==> src/rtl/shift_arbiter.sv <==
// Two-port round-robin front end sharing a single shifter, with a one-entry
// registered result stage and saturating per-port completion counters.

module shifter #(
    parameter int unsigned DATA_WIDTH = 32
) (
    input  logic [DATA_WIDTH-1:0] a,
    input  logic [4:0]            b,
    input  logic [1:0]            op,
    output logic [DATA_WIDTH-1:0] y
);
    always_comb begin
        y = '0;
        case (op)
            2'b00:   y = a << b;
            2'b10:   y = a >> b;
            2'b11:   y = $signed(a) >>> b;
            default: y = '0;
        endcase
    end
endmodule

module shift_arbiter #(
    parameter int unsigned DATA_WIDTH = 32,
    parameter int unsigned CNT_WIDTH  = 16
) (
    input  logic                  clk,
    input  logic                  rst_n,
    input  logic                  req0_valid,
    output logic                  req0_ready,
    input  logic [DATA_WIDTH-1:0] req0_A,
    input  logic [4:0]            req0_B,
    input  logic [1:0]            req0_op,
    input  logic                  req1_valid,
    output logic                  req1_ready,
    input  logic [DATA_WIDTH-1:0] req1_A,
    input  logic [4:0]            req1_B,
    input  logic [1:0]            req1_op,
    output logic                  rsp_valid,
    input  logic                  rsp_ready,
    output logic [DATA_WIDTH-1:0] rsp_data,
    output logic                  rsp_id,
    output logic [CNT_WIDTH-1:0]  cnt0,
    output logic [CNT_WIDTH-1:0]  cnt1
);
    typedef enum logic {EMPTY = 1'b0, FULL = 1'b1} state_t;

    state_t                state, state_next;
    logic                  rr;
    logic                  grant;
    logic                  can_accept;
    logic                  accept;
    logic [DATA_WIDTH-1:0] sel_a;
    logic [4:0]            sel_b;
    logic [1:0]            sel_op;
    logic [DATA_WIDTH-1:0] shift_y;
    logic                  rsp_fire;

    always_ff @(posedge clk or negedge rst_n) begin
        if (!rst_n) state <= EMPTY;
        else        state <= state_next;
    end

    // Grant depends only on the request valids and rr, never on rsp_ready.
    always_comb begin
        grant      = 1'b0;
        can_accept = (state == EMPTY) | rsp_ready;
        accept     = 1'b0;
        req0_ready = 1'b0;
        req1_ready = 1'b0;
        rsp_valid  = (state == FULL);
        state_next = state;

        if (req0_valid && req1_valid) grant = rr;
        else if (req1_valid)          grant = 1'b1;

        req0_ready = can_accept & ~grant;
        req1_ready = can_accept & grant;
        accept     = (req0_valid & req0_ready) | (req1_valid & req1_ready);

        if (accept)         state_next = FULL;
        else if (rsp_ready) state_next = EMPTY;
    end

    assign sel_a    = grant ? req1_A  : req0_A;
    assign sel_b    = grant ? req1_B  : req0_B;
    assign sel_op   = grant ? req1_op : req0_op;
    assign rsp_fire = rsp_valid & rsp_ready;

    shifter #(.DATA_WIDTH(DATA_WIDTH)) u_shifter (
        .a  (sel_a),
        .b  (sel_b),
        .op (sel_op),
        .y  (shift_y)
    );

    always_ff @(posedge clk or negedge rst_n) begin
        if (!rst_n) begin
            rsp_data <= '0;
            rsp_id   <= 1'b0;
            rr       <= 1'b0;
        end else if (accept) begin
            rsp_data <= shift_y;
            rsp_id   <= grant;
            rr       <= ~grant;
        end
    end

    always_ff @(posedge clk or negedge rst_n) begin
        if (!rst_n) begin
            cnt0 <= '0;
            cnt1 <= '0;
        end else if (rsp_fire) begin
            if (!rsp_id && cnt0 != '1) cnt0 <= cnt0 + 1'b1;
            if (rsp_id && cnt1 != '1)  cnt1 <= cnt1 + 1'b1;
        end
    end
endmodule
==> config.mk <==
export PLATFORM = sky130hd
export DESIGN_NAME = shift_arbiter
export DESIGN_NICKNAME = d
export VERILOG_FILES = /design/src/rtl/shift_arbiter.sv
export SDC_FILE = /design/constraint.sdc
export NUM_CORES = 1
export LEC_CHECK = 0
export ABC_CLOCK_PERIOD_IN_PS = 3000
export CAP_MARGIN = 10
export CORE_AREA = 3 3 161 163
export CTS_CLUSTER_DIAMETER = 30
export CTS_CLUSTER_SIZE = 20
export DETAILED_ROUTE_END_ITERATION = 6
export DIE_AREA = 0 0 164 166
export SLEW_MARGIN = 30
export SYNTH_ARGS = -nofsm -noshare
export SYNTH_HDL_FRONTEND = slang
export SYNTH_SLANG_ARGS = --single-unit
==> constraint.sdc <==
create_clock -name clk -period 3 [get_ports clk]
set_clock_uncertainty 0.05 [all_clocks]
set_input_delay 0.75 -clock clk [delete_from_list [all_inputs] [get_ports clk]]
set_output_delay 0.75 -clock clk [all_outputs]
set_load 0.01 [all_outputs]
==> impl_metrics.ini, run 1 <==
[outcome]
status = completed

[sta]
fin_crit_sh_pct = 98.20
rsz0062_at_grt = false
setup_viol = 0
tns_ps = 0
holdWs_ps = 387.9
max_slew.worst_pin.slew_ps = 946.7
finalMaxSlewViolations = 0
finalHoldViolCount = 0
fmax_ghz = 0.3394
maxSlewHeadroom_pct = 36.40
min_period_ps = 2946

[finish]
diodes = 0
fin_cells = 1955
design_area_um2 = 14740
area_growth_pct = 49.60
nNetsFinal = 1712
fin_util_pct = 60.24
nFillCells = 2268
drive_above_1_share_pct = 34.76

[placement]
hpwl_um = 41260
gp_congestion = 1.066
port_buffers = 150
dp.cells = 1936
place_area_um2 = 14340

[yosys]
yosys.area.top_type_share_pct = 17.02
syn_avg_cell_area_um2 = 8.470
syn_nets = 1248
ys.flop_type = dfrtp_1
synthArstFlopShare_pct = 100.0
synth_edf_count = 0
yosys.area.top_type = dfrtp_1
ys_warn_count = 0
syn_inst = 1163
yosysUniqueCellTypes = 107
synth_seq_cells = 67
yosysSeqAreaShare_pct = 17.02
synth.top_cells.by_area = dfrtp_1 17%, mux2i_1 12%, mux2_2 4.7%
netlist_area_um2 = 9851

[critical_path]
crit_arrival_ps = 3140
critPathKind = in -> reg
crit_slowest_cell = mux4_2
critPathMaxFanout = 2
r2r_cells = 10
path_buf_inv = 3
crit_top_cell = buf_4
cp-end-kind = register
path_cells = clkdlybuf4s50_1, mux4_2, and3_1, a221oi_2, buf_4, a31oi_2, a22oi_1, buf_4, o211ai_1, a32o_1
crit_family = compound AO/OA/AOI/OAI gates
crit_required_ps = 3190
start_kind = primary input
cp.depth = 10
slowest_delay_ps = 530

[global_route]
met3_usage_pct = 7.309
busiest_layer = met2
gr-total-overflow = 0
grt_use_met1_pct = 47.69
grt_pass1_wl_um = 77470
grt_pass1_vias = 12480
grt_max_degree = 40
track_usage_pct = 36.97
globalRouteMet2Util_pct = 58.79
antenna_found_initial = 0

[cts]
cts.sinks = 67
clk_pin_slew_worst_paths_ps = 70
clock_latency_ps = 370
cts_tree = done
clk_path_buf_depth = 2
cts_buffers = 9
cts.htree.levels = 3
cts-root-buf = clkbuf_16

[run]
cap_violations = 0

[route]
wl_per_cell_um = 26.09
detail_route.drc_violations = 0
wl_um = 51000
ant_nets = 0
viasPerCell = 6.430
vias = 12570
drtIter0Drc = 1665
first_pass_iters = 6

[power]
p_per_area_nw_per_um2 = 431.0
p_leak_nw = 6.431
vdd_ir_drop_max_uv = 430.5

[floorplan]
coreArea_um2 = 24460
io_pins = 151
rows = 57
die-height_um = 166
die_area_um2 = 27220
initial_core_util_pct = 40.27
die_w_um = 164

[worst_hold_path]
hold_path_class = in -> async
-- cell type report --
cell class	instances	area (um^2)	area share [%]
Sequential cell	67	1677	11.38
Inverter	16	65.06	0.4415
Timing Repair Buffer	562	4861	32.99
Clock inverter	6	90.09	0.6113
Tap cell	324	405.4	2.751
Clock buffer	9	225.2	1.528
Multi-Input combinational cell	971	7413	50.31
-- timing repair --
action / in CTS / in global routing
gates resized for setup: 14 / 7
cloned: 0 / 0
buffers inserted: 3 / 1
pin swaps: 2 / 2
endpoints found under the setup margin: 34 / 19
hold buffers: 0 / 0
-- cells in the mapped netlist, drive strengths merged, types with 13 or more instances --
| library cell | count |
|---|---|
| nor3 | 22 |
| inv | 16 |
| o21ai | 76 |
| a21oi | 56 |
| mux2i | 124 |
| mux4 | 19 |
| and2 | 13 |
| a31oi | 19 |
| clkbuf | 18 |
| xnor2 | 25 |
| o211ai | 45 |
| dfrtp | 67 |
| buf | 91 |
| mux2 | 41 |
| a221oi | 19 |
| a211oi | 17 |
| nand3 | 54 |
| nor2 | 51 |
| nand2 | 105 |
| nand4 | 30 |
| nor2b | 17 |
-- layer usage --
metal	routed length, um	vias to the layer above	share of wire [%]
li1	-	5545	-
met1	20320	6085	40
met2	22950	759	45
met3	4553	181	8.9
met4	3179	0	6.2
met5	0	-	0
-- worst paths after layout --
check | startpoint | to | slack, ps
setup / recovery | req1_A[28] | rsp_data[13] | 50
max in group asynchronous | rst_n | cnt1[1] | 1840
setup reg to reg | rr | rsp_data[3] | 250
hold reg to reg | cnt0[4] | cnt0[4] | 440
min in group clk | cnt0[4] | cnt0[4] | 440
hold / removal | rst_n | cnt0[1] | 390
-- sequential cells by signal, indices dropped and copies added, names as in the netlist --
name	count
cnt0	16
rr	1
rsp_data	32
rsp_valid	1
cnt1	16
rsp_id	1
-- report_power, final --
part	total [mW]	leakage (nW)	switching [mW]	internal, mW
Sequential	1.26	0.878	0.180	1.08
Combinational	3.87	5.40	2.02	1.85
Clock	1.23	0.152	0.498	0.727
-- metrics by stage --
step                      setup WS (ps)  total power [mW]
after floorplan                   312.9             3.010
after global placement           -667.4             4.989
after detailed placement         -675.5             5.000
after CTS                        -28.41             6.262
after global routing              1.825             6.616
final                             53.99             6.352
-- cells in the final DEF (no fill, tap or decap), types with 7 or more instances in the layout --
cell type | Yosys | layout
buf_4 | 21 | 387
clkdlybuf4s50_1 | 0 | 140
mux2i_1 | 120 | 120
nand2_1 | 102 | 102
dfrtp_1 | 67 | 67
a21oi_1 | 53 | 53
nand3_1 | 52 | 51
o21ai_0 | 47 | 46
o211ai_1 | 44 | 44
nor2_1 | 45 | 44
mux2_2 | 41 | 41
nand4_1 | 30 | 30
xnor2_1 | 25 | 25
o21ai_1 | 25 | 23
buf_12 | 2 | 23
nor3_1 | 19 | 19
mux4_2 | 19 | 19
nor2b_1 | 16 | 16
a31oi_1 | 16 | 15
a211oi_1 | 13 | 13
a221oi_1 | 14 | 13
and2_1 | 12 | 12
a221o_1 | 12 | 12
and3_1 | 12 | 12
a21o_1 | 12 | 12
inv_1 | 12 | 12
or3_1 | 11 | 11
o2111ai_1 | 10 | 10
o22ai_1 | 11 | 10
a32oi_1 | 9 | 9
o221ai_1 | 10 | 9
o21a_1 | 9 | 9
clkbuf_16 | 0 | 9
o211a_1 | 8 | 8
o31ai_1 | 8 | 8
a22oi_1 | 7 | 7
and4_1 | 7 | 7
-- cells by family (layout without fill, tap and decap cells) --
| kind of cell | count (synthesis) | count (layout) | synth area share, % |
|---|---|---|---|
| adder cells (fa/ha/maj) | 2 | 2 | 0.2540 |
| AND/OR/NAND/NOR | 352 | 352 | 18.74 |
| flip-flops | 67 | 67 | 17.02 |
| AO/OA/AOI/OAI | 403 | 403 | 31.22 |
| buffers and inverters | 125 | 593 | 8.231 |
| XOR/XNOR | 30 | 30 | 2.667 |
| multiplexers | 184 | 184 | 21.87 |
Power figures use the tool's default switching activity.
==> run 2: changes to the inputs <==
--- a/config.mk
+++ b/config.mk
@@ -7,12 +7,15 @@
 export LEC_CHECK = 0
 export ABC_CLOCK_PERIOD_IN_PS = 3000
 export CAP_MARGIN = 10
-export CORE_AREA = 3 3 161 163
+export CORE_AREA = 3 3 141 143
 export CTS_CLUSTER_DIAMETER = 30
 export CTS_CLUSTER_SIZE = 20
 export DETAILED_ROUTE_END_ITERATION = 6
-export DIE_AREA = 0 0 164 166
+export DIE_AREA = 0 0 144 146
+export GPL_ROUTABILITY_DRIVEN = 0
+export GPL_TIMING_DRIVEN = 0
 export SLEW_MARGIN = 30
 export SYNTH_ARGS = -nofsm -noshare
 export SYNTH_HDL_FRONTEND = slang
+export SYNTH_HIERARCHICAL = 1
 export SYNTH_SLANG_ARGS = --single-unit
==> run 2 against run 1 <==
The flow now finishes with violations (negative setup slack). Worst setup slack worse by 420 ps. Sequential share of layout area grew 3.5 points. Critical path depth rose by 3. Clock power fell by 8%. Worst hold slack got worse by 97 ps. Power down 5.6%. Highest routed layer unchanged. Critical path type unchanged. Register-to-register slack got worse by 550 ps. Sequential power barely moved.
==> impl_metrics.ini, run 2 <==
[outcome]
status = finished, violations left
violations = negative setup slack

[finish]
fin_util_pct = 60.09
nNetsFinal = 1035
final_cell_mix = 145 x clkdlybuf4s50_1, 67 x dfrtp_1, 65 x nand2_1
layout_commonest_cell = clkdlybuf4s50_1
register_area_um2 = 1677
drive_above_1_share_pct = 41.57
reg.largest.list = rsp_data: 32 flops, cnt0: 16 flops, cnt1: 16 flops
area_growth_pct = 50.17
largest-register = rsp_data
largest_reg_flops = 32
diodes = 0
nFillCells = 1531
multi_input_area_um2 = 6206

[sta]
maxSlewHeadroom_pct = 51.65
fin_crit_sh_pct = 112.4
rsz0062_at_grt = true
final.setup.worst_slack_ps = -370.5
finalHoldViolCount = 0
fmax_ghz = 0.2967
holdWs_ps = 290.8
setup_viol = 32
finalMaxSlewViolations = 0
max_slew.worst_pin.slew_ps = 723.6
tns_ps = -8473
min_period_ps = 3371

[placement]
hpwl_um = 21390
preCtsSetupSlack_ps = -1827
port_buffers = 150

[yosys]
synth.top_cells.by_area = dfrtp_1 22%, mux4_2 15%, mux2_2 14%
ys_warn_count = 6
syn_inst = 741
syn_avg_cell_area_um2 = 10.10
ys.flop_type = dfrtp_1
yosys.area.top_type_share_pct = 22.40
yosysMostFrequentCell = mux2_2
yosysSeqAreaShare_pct = 22.40
synthArstFlopShare_pct = 100.0
synth_edf_count = 0
synth_commonest_cells = 91 x mux2_2, 74 x nand2_1, 67 x dfrtp_1
netlist_area_um2 = 7485
synth_seq_cells = 67
syn_nets = 826
yosys.area.top_type = dfrtp_1
yosysUniqueCellTypes = 79

[route]
first_pass_iters = 6
vias = 7849
drtIter0Drc = 992
wl_per_cell_um = 25.14
viasPerCell = 6.601
detail_route.drc_violations = 0
ant_nets = 0
wl_um = 29890

[cts]
cts_buffers = 9
clk_pin_slew_worst_paths_ps = 60
clk_path_buf_depth = 2
cts.sinks = 67
cts_tree = done
cts-root-buf = clkbuf_16
cts.htree.levels = 3
clock_latency_ps = 340

[global_route]
grt_max_degree = 36
grt_pass1_vias = 7531
gr-total-overflow = 0
grt_pass1_wl_um = 45310
track_usage_pct = 27.92
antenna_found_initial = 0

[critical_path]
critPathKind = in -> reg
crit_arrival_ps = 3540
cp-end-kind = register
start_kind = primary input
crit_required_ps = 3170
crit_top_cell = buf_12
slowest_delay_ps = 530
startpoint = req0_valid
r2r_cells = 11
r2r_start = rr
critPathMaxFanout = 10
crit_end = rsp_data[18]
rrSetupSlack_ps = -300
crit_slowest_cell = mux4_2
rr_endpoint = rsp_data[18]
path_cells = buf_12, inv_12, o21ai_4, buf_12, buf_8, mux2_2, buf_4, mux4_2, mux2i_4, o22a_1, o21ai_1, a221o_1, mux2_4

[floorplan]
die_area_um2 = 21020
io_pins = 151
rows = 50
die_w_um = 144
initial_core_util_pct = 40.01
die-height_um = 146
coreArea_um2 = 18710

[run]
cap_violations = 0

[power]
p_leak_nw = 4.484
p_per_area_nw_per_um2 = 533.2
power_mw = 5.993
vdd_ir_drop_max_uv = 281.9

[worst_hold_path]
hold_path_class = in -> async
## run 2: changes by cell type in the layout (fill, tap and decap cells not counted), moves of 23 or more
cell,change
mux2_4,+54
nand3_1,-38
mux2i_1,-96
buf_4,-337
o211ai_1,-23
nand2_1,-37
o21ai_0,-37
a21oi_1,-37
mux4_2,+41
## run 2: layer usage
layer / up-vias / track usage, % / wire length, um
li1: 3320 / - / -
met1: 3716 / 38.74 / 11520
met2: 656 / 40.85 / 13050
met3: 157 / 7.493 / 3617
met4: 0 / 11.96 / 1700
met5: - / 0 / 0
## run 2: through the flow
stage	cell area, um^2	instances
finish	11240	1189
global route	11240	1189
CTS	10840	1178
floorplan	7617	741
detailed placement	9429	1126
global placement	9412	1125
## run 2: power breakdown
group,leakage (nW),total [mW],internal (mW),switching [mW]
Sequential,0.874,1.29,1.10,0.183
Clock,0.153,1.13,0.728,0.398
Combinational,3.46,3.58,1.84,1.74
## run 2: cell type report
class / instances / area share (%)
clock buffers: 10 / 2.037
inverters: 8 / 0.4564
repair buffers: 203 / 18.59
flip-flops and latches: 67 / 14.92
plain buffers: 60 / 5.377
multi-input cells: 601 / 55.22
well taps: 234 / 2.605
clock inverters: 6 / 0.8015
## run 2: cell families after synthesis
kind of cell	count (synthesis)	share of synthesized area (%)
simple gates	217	15.05
mux	205	39.69
compound gates	150	14.03
buf+inv	73	5.349
flops	67	22.40
xor+xnor	27	3.159
fa+ha+maj	2	0.3343
## run 2: worst min-delay path by stage
| stage | to | from | slack (ps) |
|---|---|---|---|
| after global placement | rsp_data[5] | rsp_data[5] | 430 |
| after detailed placement | rsp_data[5] | rsp_data[5] | 430 |
| after floorplan | cnt0[0] | rst_n | 400 |
| after global routing | cnt0[14] | rst_n | 320 |
| final | cnt0[14] | rst_n | 290 |
| after CTS | cnt0[14] | rst_n | 300 |
## run 2: timing repair
item / CTS / global route
setup buffers: 36 / 12
gates resized for setup: 214 / 87
hold buffers: 0 / 0
endpoints found under the setup margin: 34 / 33
cloned: 4 / 1
pin swaps: 39 / 41
## run 2: critical path, delay by kind of cell
family          cells  cell delay (ps)
mux                 4             1380
compound gates      4              820
buf+inv             5              570
